**src/rtl/if_id_stage_if.sv**
```systemverilog
// Instruction-memory fetch handshake between the IF stage (master) and imem (slave).
interface if_id_stage_if;
    logic        imem_req;
    logic [31:0] imem_addr;
    logic        imem_ready;
    logic [31:0] imem_rdata;

    modport master (
        output imem_req,
        output imem_addr,
        input  imem_ready,
        input  imem_rdata
    );

    modport slave (
        input  imem_req,
        input  imem_addr,
        output imem_ready,
        output imem_rdata
    );
endinterface

```
**src/rtl/if_id_stage.sv**
```systemverilog
// MIPS fetch front-end and IF/ID register: PC, imem handshake, load-use stall, redirect squash.
// Define IF_DELAY_SLOT_EN to keep the branch delay-slot word instead of squashing it on redirect.
module if_id_stage #(
    parameter logic [31:0] RESET_PC = 32'h0040_0000
) (
    input  logic          clk,
    input  logic          reset,
    if_id_stage_if.master imem,
    input  logic          redirect_valid,
    input  logic [31:0]   redirect_pc,
    input  logic          idex_MemRead,
    input  logic [4:0]    idex_rt,
    output logic [5:0]    OpCode,
    output logic [5:0]    Funct,
    output logic [4:0]    Rs,
    output logic [4:0]    Rt,
    output logic [4:0]    Rd,
    output logic [4:0]    Shamt,
    output logic [15:0]   Imm,
    output logic [31:0]   PC_id,
    output logic          nop,
    output logic          stall
);

    localparam logic [0:0] S_FETCH = 1'b0;
    localparam logic [0:0] S_HOLD  = 1'b1;

    logic [0:0]  state;
    logic [31:0] pc;
    logic [31:0] pc_plus4;
    logic [31:0] instr;
    logic [31:0] skid;
    logic        valid;
    logic        unused_pc_bits;

    assign unused_pc_bits = ^redirect_pc[1:0];
    assign pc_plus4       = pc + 32'd4;

    assign OpCode = instr[31:26];
    assign Rs     = instr[25:21];
    assign Rt     = instr[20:16];
    assign Rd     = instr[15:11];
    assign Shamt  = instr[10:6];
    assign Funct  = instr[5:0];
    assign Imm    = instr[15:0];

    assign stall = idex_MemRead & valid & (idex_rt != 5'd0) &
                   ((idex_rt == Rs) | (idex_rt == Rt));
    assign nop   = ~valid | stall;

    // Request is suppressed while reset is held and while the skid buffer owns the word.
    assign imem.imem_req  = reset & (state == S_FETCH);
    assign imem.imem_addr = pc;

    always_ff @(posedge clk or negedge reset) begin
        if (!reset) begin
            state <= S_FETCH;
            pc    <= RESET_PC;
            instr <= '0;
            PC_id <= '0;
            valid <= 1'b0;
            skid  <= '0;
        end else if (redirect_valid) begin
            pc    <= {redirect_pc[31:2], 2'b00};
            state <= S_FETCH;
`ifdef IF_DELAY_SLOT_EN
            if (state == S_HOLD) begin
                instr <= skid;
                PC_id <= pc_plus4;
                valid <= 1'b1;
            end else if (imem.imem_ready) begin
                instr <= imem.imem_rdata;
                PC_id <= pc_plus4;
                valid <= 1'b1;
            end else begin
                valid <= 1'b0;
            end
`else
            valid <= 1'b0;
`endif
        end else if (state == S_HOLD) begin
            if (!stall) begin
                instr <= skid;
                PC_id <= pc_plus4;
                valid <= 1'b1;
                pc    <= pc_plus4;
                state <= S_FETCH;
            end
        end else if (imem.imem_ready) begin
            if (stall) begin
                // Word already returned for pc; park it so the fetch is not repeated.
                skid  <= imem.imem_rdata;
                state <= S_HOLD;
            end else begin
                instr <= imem.imem_rdata;
                PC_id <= pc_plus4;
                valid <= 1'b1;
                pc    <= pc_plus4;
            end
        end else if (!stall) begin
            valid <= 1'b0;
        end
    end

endmodule
```
**src/flat_wrapper.sv**
```systemverilog
// flat-port wrapper written by rule: the top's interface ports become plain ports
module if_id_stage_flat 
#(
    parameter logic [31:0] RESET_PC = 32'h0040_0000
)
  (clk, reset, redirect_valid, redirect_pc, idex_MemRead, idex_rt, OpCode, Funct, Rs, Rt, Rd, Shamt, Imm, PC_id, nop, stall, imem_imem_req, imem_imem_addr, imem_imem_ready, imem_imem_rdata);
  if_id_stage_if imem_i ();
  input  logic clk;
  input  logic reset;
  input  logic redirect_valid;
  input  logic [31:0] redirect_pc;
  input  logic idex_MemRead;
  input  logic [4:0] idex_rt;
  output logic [5:0] OpCode;
  output logic [5:0] Funct;
  output logic [4:0] Rs;
  output logic [4:0] Rt;
  output logic [4:0] Rd;
  output logic [4:0] Shamt;
  output logic [15:0] Imm;
  output logic [31:0] PC_id;
  output logic nop;
  output logic stall;
  output wire logic [$bits(imem_i.imem_req)-1:0] imem_imem_req;
  output wire logic [$bits(imem_i.imem_addr)-1:0] imem_imem_addr;
  input wire logic [$bits(imem_i.imem_ready)-1:0] imem_imem_ready;
  input wire logic [$bits(imem_i.imem_rdata)-1:0] imem_imem_rdata;
  assign imem_imem_req = imem_i.imem_req;
  assign imem_imem_addr = imem_i.imem_addr;
  assign imem_i.imem_ready = imem_imem_ready;
  assign imem_i.imem_rdata = imem_imem_rdata;
  if_id_stage #(.RESET_PC(RESET_PC)) u_core (.clk(clk), .reset(reset), .imem(imem_i), .redirect_valid(redirect_valid), .redirect_pc(redirect_pc), .idex_MemRead(idex_MemRead), .idex_rt(idex_rt), .OpCode(OpCode), .Funct(Funct), .Rs(Rs), .Rt(Rt), .Rd(Rd), .Shamt(Shamt), .Imm(Imm), .PC_id(PC_id), .nop(nop), .stall(stall));
endmodule
```
**config.mk**
```make
export PLATFORM = sky130hd
export DESIGN_NAME = if_id_stage_flat
export DESIGN_NICKNAME = d
export VERILOG_FILES = /design/src/rtl/if_id_stage_if.sv /design/src/rtl/if_id_stage.sv /design/src/flat_wrapper.sv
export SDC_FILE = /design/constraint.sdc
export NUM_CORES = 1
export LEC_CHECK = 0
export CAP_MARGIN = 10
export CELL_PAD_IN_SITES_DETAIL_PLACEMENT = 2
export CELL_PAD_IN_SITES_GLOBAL_PLACEMENT = 2
export CORE_ASPECT_RATIO = 1.25
export CORE_MARGIN = 5
export CORE_UTILIZATION = 25
export CTS_BUF_LIST = sky130_fd_sc_hd__clkbuf_8
export CTS_CLUSTER_DIAMETER = 80
export DETAILED_ROUTE_END_ITERATION = 16
export PLACE_DENSITY = 0.68
export SYNTH_ARGS = -nofsm -noshare
export SYNTH_HDL_FRONTEND = slang
export SYNTH_SLANG_ARGS = --single-unit
```
**constraint.sdc**
```tcl
create_clock -name clk -period 3.25 [get_ports clk]
set_input_delay 0.4875 -clock clk [delete_from_list [all_inputs] [get_ports clk]]
set_output_delay 0.4875 -clock clk [all_outputs]
set_load 0.01 [all_outputs]
```
After elaboration in Yosys (flattened, before gate mapping). Index checks and enable logic that the tools add are counted.

$add $sub $neg: 1. Equality and inequality tests: 3. Multiplexer cells: 20. Bitwise logic cells: 10. Reductions and logical operators: 6.

Operators with widths (number): 32-bit 2-to-1 mux (11); 32-bit by 3-bit adder with 32-bit output (second input constant) (1); 5-bit == test (2); 1-bit 2-to-1 mux (9); 5-bit nonzero test (1); 1-bit AND (4); 4-bit != test (second input constant) (1); 1-bit inverter (4); 4-bit AND reduction (1); 3-bit AND reduction (1); 3-bit nonzero test (1); 1-bit bitwise OR (2); 2-bit AND reduction (1); 2-bit nonzero test (1).

Register bits after elaboration: 130. Bits of input ports: 74. Output and inout bits: 115. Word-level logic and storage cells: 46.

Logic depth before layout (Yosys ltp).
Depth after elaboration: 7. Mapped depth: 8. Mapped depth without buffers: 7.

Worst setup path before layout. Ideal clock, no wire load.

Path kind: input to register. Start: in idex_rt[1]. End: reg u_core.skid[15]. Setup time: 0.125 ns. Arrival time: 2.090 ns. Required time: 3.125 ns. Path slack: 1.036 ns. Stages on the path: 7. Path buffers: 1. Cell sequence: or3_1 -> o311a_1 -> nand2_1 -> inv_1 -> nand3_1 -> buf_4 -> mux2_2.

Longest elaborated chain between the ends: 4. Elaborated cells on any way between the ends: 7. Classes of those cells: eq/ne (2); bitwise (3); reduce/logical (2).

RTL lines: start, declared (line flat_wrapper.sv:13) `input logic [4:0] idex_rt;`; 5-bit == test / 5-bit nonzero test (equally long branches) (line if_id_stage.sv:48, if_id_stage.sv:47); 1-bit bitwise OR / 1-bit AND (equally long branches) (line if_id_stage.sv:48, if_id_stage.sv:47); 1-bit AND (*) (line if_id_stage.sv:47) `assign stall = idex_MemRead & valid & (idex_rt != 5'd0) &`; named net stall (line flat_wrapper.sv:23) `output logic stall;`; 4-bit AND reduction (no line) (*); end signal, assigned (line if_id_stage.sv:92) `skid <= imem.imem_rdata;`; end, declared (line if_id_stage.sv:32) `logic [31:0] skid;`.

Mark *: on every way through the listed nets, which the timed path passes. The rest lies on a longest branch. A chain may end at the register's enable or synchronous reset.

Final worst setup path.
Start: in idex_rt[1]. End: out stall.

Longest elaborated chain between the ends: 3. Elaborated cells on any way between the ends: 6. Classes of those cells: eq/ne (2); bitwise (3); reduce/logical (1).

RTL lines (line): 5-bit == test / 5-bit nonzero test (equally long branches) (if_id_stage.sv:48, if_id_stage.sv:47); 1-bit bitwise OR / 1-bit AND (equally long branches) (if_id_stage.sv:48, if_id_stage.sv:47); 1-bit AND (*) (if_id_stage.sv:47); end, declared (flat_wrapper.sv:23).

Mark *: on every way between the ends. The rest lies on a longest branch, timed or not.

==> reports/metrics.yaml <==
maxCapViolCount: 0
crit_fanout: 4
hold_viol_final: 0
grt_first_pass_wirelength_mm: 34.2
pwr-share-comb_pct: 23.6
rows: 65
syn_inst: 601
critical_path_required_ps: 2760
cell_internal_pwr_w: 0.00303
p_switching_w: 0.00137
grt_start_max_net_pins: 67
drv_slew: 0
outcome: "finished clean"
antenna_found_initial: 1
coreArea_um2: 25300
leakagePower_nw: 3.44
chipWidth_um: 153
post-route-drc-count: 0
drtIter0Drc: 61
ctsResizeCount: 0
worstSetupStartpointType: "primary input"
grt_util_met1_pct: 17.2
slew_headroom_pct: 40.0
fin_crit_sh_pct: 94.3
htreeDepth: 4
hpwlAfterDp_mm: 15.7
die_y_um: 189
cp.arrival_ps: 2580
drive_above_1_share_pct: 14.4
ant_nets: 0
grt-ovfl-total: 0
whs_ps: 389
power.share.sequential_pct: 44.4
grt.busiest_layer: "met2"
clockBufferDepth: 2
cts_tree: "built"
placed_cells: 1079
vias: 5124
gp_congestion: 0.793
fin_crit_ps: 3060
final_cells: 1112
critPathKind: "in -> out"
antenna_cells: 0
gr-usage-met2_pct: 26.5
clock-skew-final_ps: 13.7
endpoint_kind: "output pin"
p_clk_share_pct: 32.0
boundaryPins: 189
syn_area_um2: 6410
rsz0062_at_grt: "no"
cts_hold_buf: 1
yosysUniqueCellTypes: 45
fill_cells: 2704
use_met3_pct: 4.62
tns_ps: 0
seq_area_um2: 3160
die_area_um2: 29000
grt_pass1_vias: 5918
fmax_ghz: 0.326
hp-class: "in -> async"
ys_ff_latch: 126
drt-pass1-iter-count: 4
clk_pin_slew_worst_paths_ps: 80
area_growth_pct: 38.7
power_density_nw_per_um2: 495
clock_sinks: 126
swShare_pct: 31.1
clk_root_buffer_cell: "clkbuf_8"
grt_usage_pct: 14.7
syn_area_per_cell_um2: 10.7
initial_core_util_pct: 25.3
final_nets: 839
multi_input_area_um2: 2920
cts_made_buffers: 17
cts_setup_buffers: 0
ys_seq_area_share_pct: 49.2
io_buffer_count: 182
viasPerCell: 4.61
vdd_drop_max_v: 0.000232
wl_per_cell_um: 19.0
ys_warn_count: 0
clkLatencyLatePin_ps: 440
worstMarginPinSlew_ps: 900
setup_viol: 0
routed_wl_mm: 21.1
-- layer usage --
| metal | up-vias | part of all wire (%) |
|---|---|---|
| met2 | 144 | 52 |
| met1 | 2590 | 42 |
| met5 | - | 0.057 |
| met4 | 2 | 0.72 |
| met3 | 16 | 5.7 |
| li1 | 2372 | - |
-- state kept, by name, indices dropped and copies added, names as in the netlist --
register / count
u_core.instr: 32
u_core.skid: 32
u_core.PC_id: 30
u_core.imem.imem_addr: 30
u_core.state: 1
u_core.valid: 1
-- power by group through the flow --
stage	registers (W)	clock network [W]	logic, W
5_1_grt	0.00199	0.00155	0.00113
2_1_floorplan	0.00201	0	0.000404
6_report	0.00195	0.00141	0.00104
3_3_place_gp	0.00197	0	0.00102
3_5_place_dp	0.00199	0	0.00105
4_1_cts	0.00196	0.00147	0.00106
-- cell type report --
cell class                 instances  share of cell area [%]
timing repair buffer             198                    22.1
clock buffer                      17                    2.63
multi-input combinational        414                    32.9
clock inverter                    15                    1.82
tap                              335                    4.72
sequential                       126                    35.5
inverter                           7                   0.296
-- critical path, cell delays in order --
cell	delay (ps)
clkdlybuf4s50_1	480
or3_1	420
o311a_2	390
nand2_1	150
inv_1	100
clkdlybuf4s50_1	540
-- Yosys cell counts, drive strengths merged --
library cell | n | share of area, %
nand2 | 41 | 2.4
nor4 | 1 | 0.33
nand4 | 8 | 1.2
a211oi | 20 | 3.7
o21ai | 32 | 2.5
mux2 | 33 | 5.8
o22ai | 1 | 0.098
or3 | 2 | 0.20
nor2 | 71 | 4.3
clkbuf | 13 | 0.78
dfrtp | 125 | 49
inv | 7 | 0.41
ha | 1 | 0.20
mux2i | 33 | 5.2
a2111oi | 5 | 1.6
xor2 | 19 | 2.6
dfstp | 1 | 0.41
or4b | 1 | 0.16
and3 | 3 | 0.31
conb | 1 | 0.059
nor3 | 3 | 0.23
nand3 | 17 | 1.6
buf | 44 | 4.7
a21oi | 65 | 5.1
and4 | 1 | 0.14
nor2b | 2 | 0.20
nor3b | 1 | 0.12
o311a | 1 | 0.16
xnor2 | 47 | 6.4
a22oi | 1 | 0.12
a221o | 1 | 0.16
-- per-stage QoR --
step           cell area (µm²)  utilization [%]  setup slack, ps  total power, W
5_1_grt                   8890             35.1              131         0.00466
3_5_place_dp              8480             33.5             74.6         0.00304
4_1_cts                   8890             35.1              190         0.00449
3_3_place_gp              8480             33.5              191         0.00300
2_1_floorplan             6420                -             1040         0.00241
6_report                  8890             35.1              186         0.00440
-- path summary, 6_finish.rpt --
kind	startpoint	end	slack (ps)	cells past startpoint
worst max-delay path	idex_rt[1]	stall	190	6
worst min-delay path	reset	u_core.skid[28]$_DFFE_PN0P_	390	2
worst max register to register	u_core.imem.imem_addr[2]$_DFFE_PN0P_	u_core.imem.imem_addr[28]$_DFFE_PN0P_	740	7
worst min register to register	u_core.skid[29]$_DFFE_PN0P_	u_core.skid[29]$_DFFE_PN0P_	500	1
max in group asynchronous	reset	u_core.PC_id[30]$_DFFE_PN0P_	1800	3
min in group clk	u_core.skid[29]$_DFFE_PN0P_	u_core.skid[29]$_DFFE_PN0P_	500	1
-- placed cells by master (no fill, tap or decap), types with 3 or more instances in the layout --
master / Yosys / routed
nand3_1: 14 / 13
dfrtp_1: 125 / 124
mux2i_1: 33 / 33
conb_1: 1 / 4
xnor2_1: 47 / 47
nand4_1: 6 / 6
mux2_1: 8 / 8
a2111oi_2: 3 / 3
inv_6: 0 / 4
clkinv_4: 0 / 3
buf_4: 25 / 13
a21oi_1: 64 / 64
clkdlybuf4s50_1: 0 / 180
o21ai_0: 10 / 10
mux2_2: 25 / 25
a211oi_2: 18 / 17
clkbuf_8: 0 / 17
nor2_1: 69 / 68
nand3_2: 3 / 4
o21ai_1: 22 / 22
nand2_1: 41 / 41
xor2_1: 19 / 19
inv_1: 7 / 8
nor3_1: 3 / 3
-- logic make-up (layout without fill, tap and decap cells) --
group                    after synthesis  after routing  synth area share [%]
flip-flops                           126            126                  49.2
buffers and inverters                 64            237                  5.86
AO/OA/AOI/OAI                        126            126                  13.5
adder cells (fa/ha/maj)                1              1                 0.195
AND/OR/NAND/NOR                      151            151                  11.2
XOR/XNOR                              66             66                  9.02
other                                  1              4                0.0585
multiplexers                          66             66                  11.0
Power figures use the tool's default switching activity.
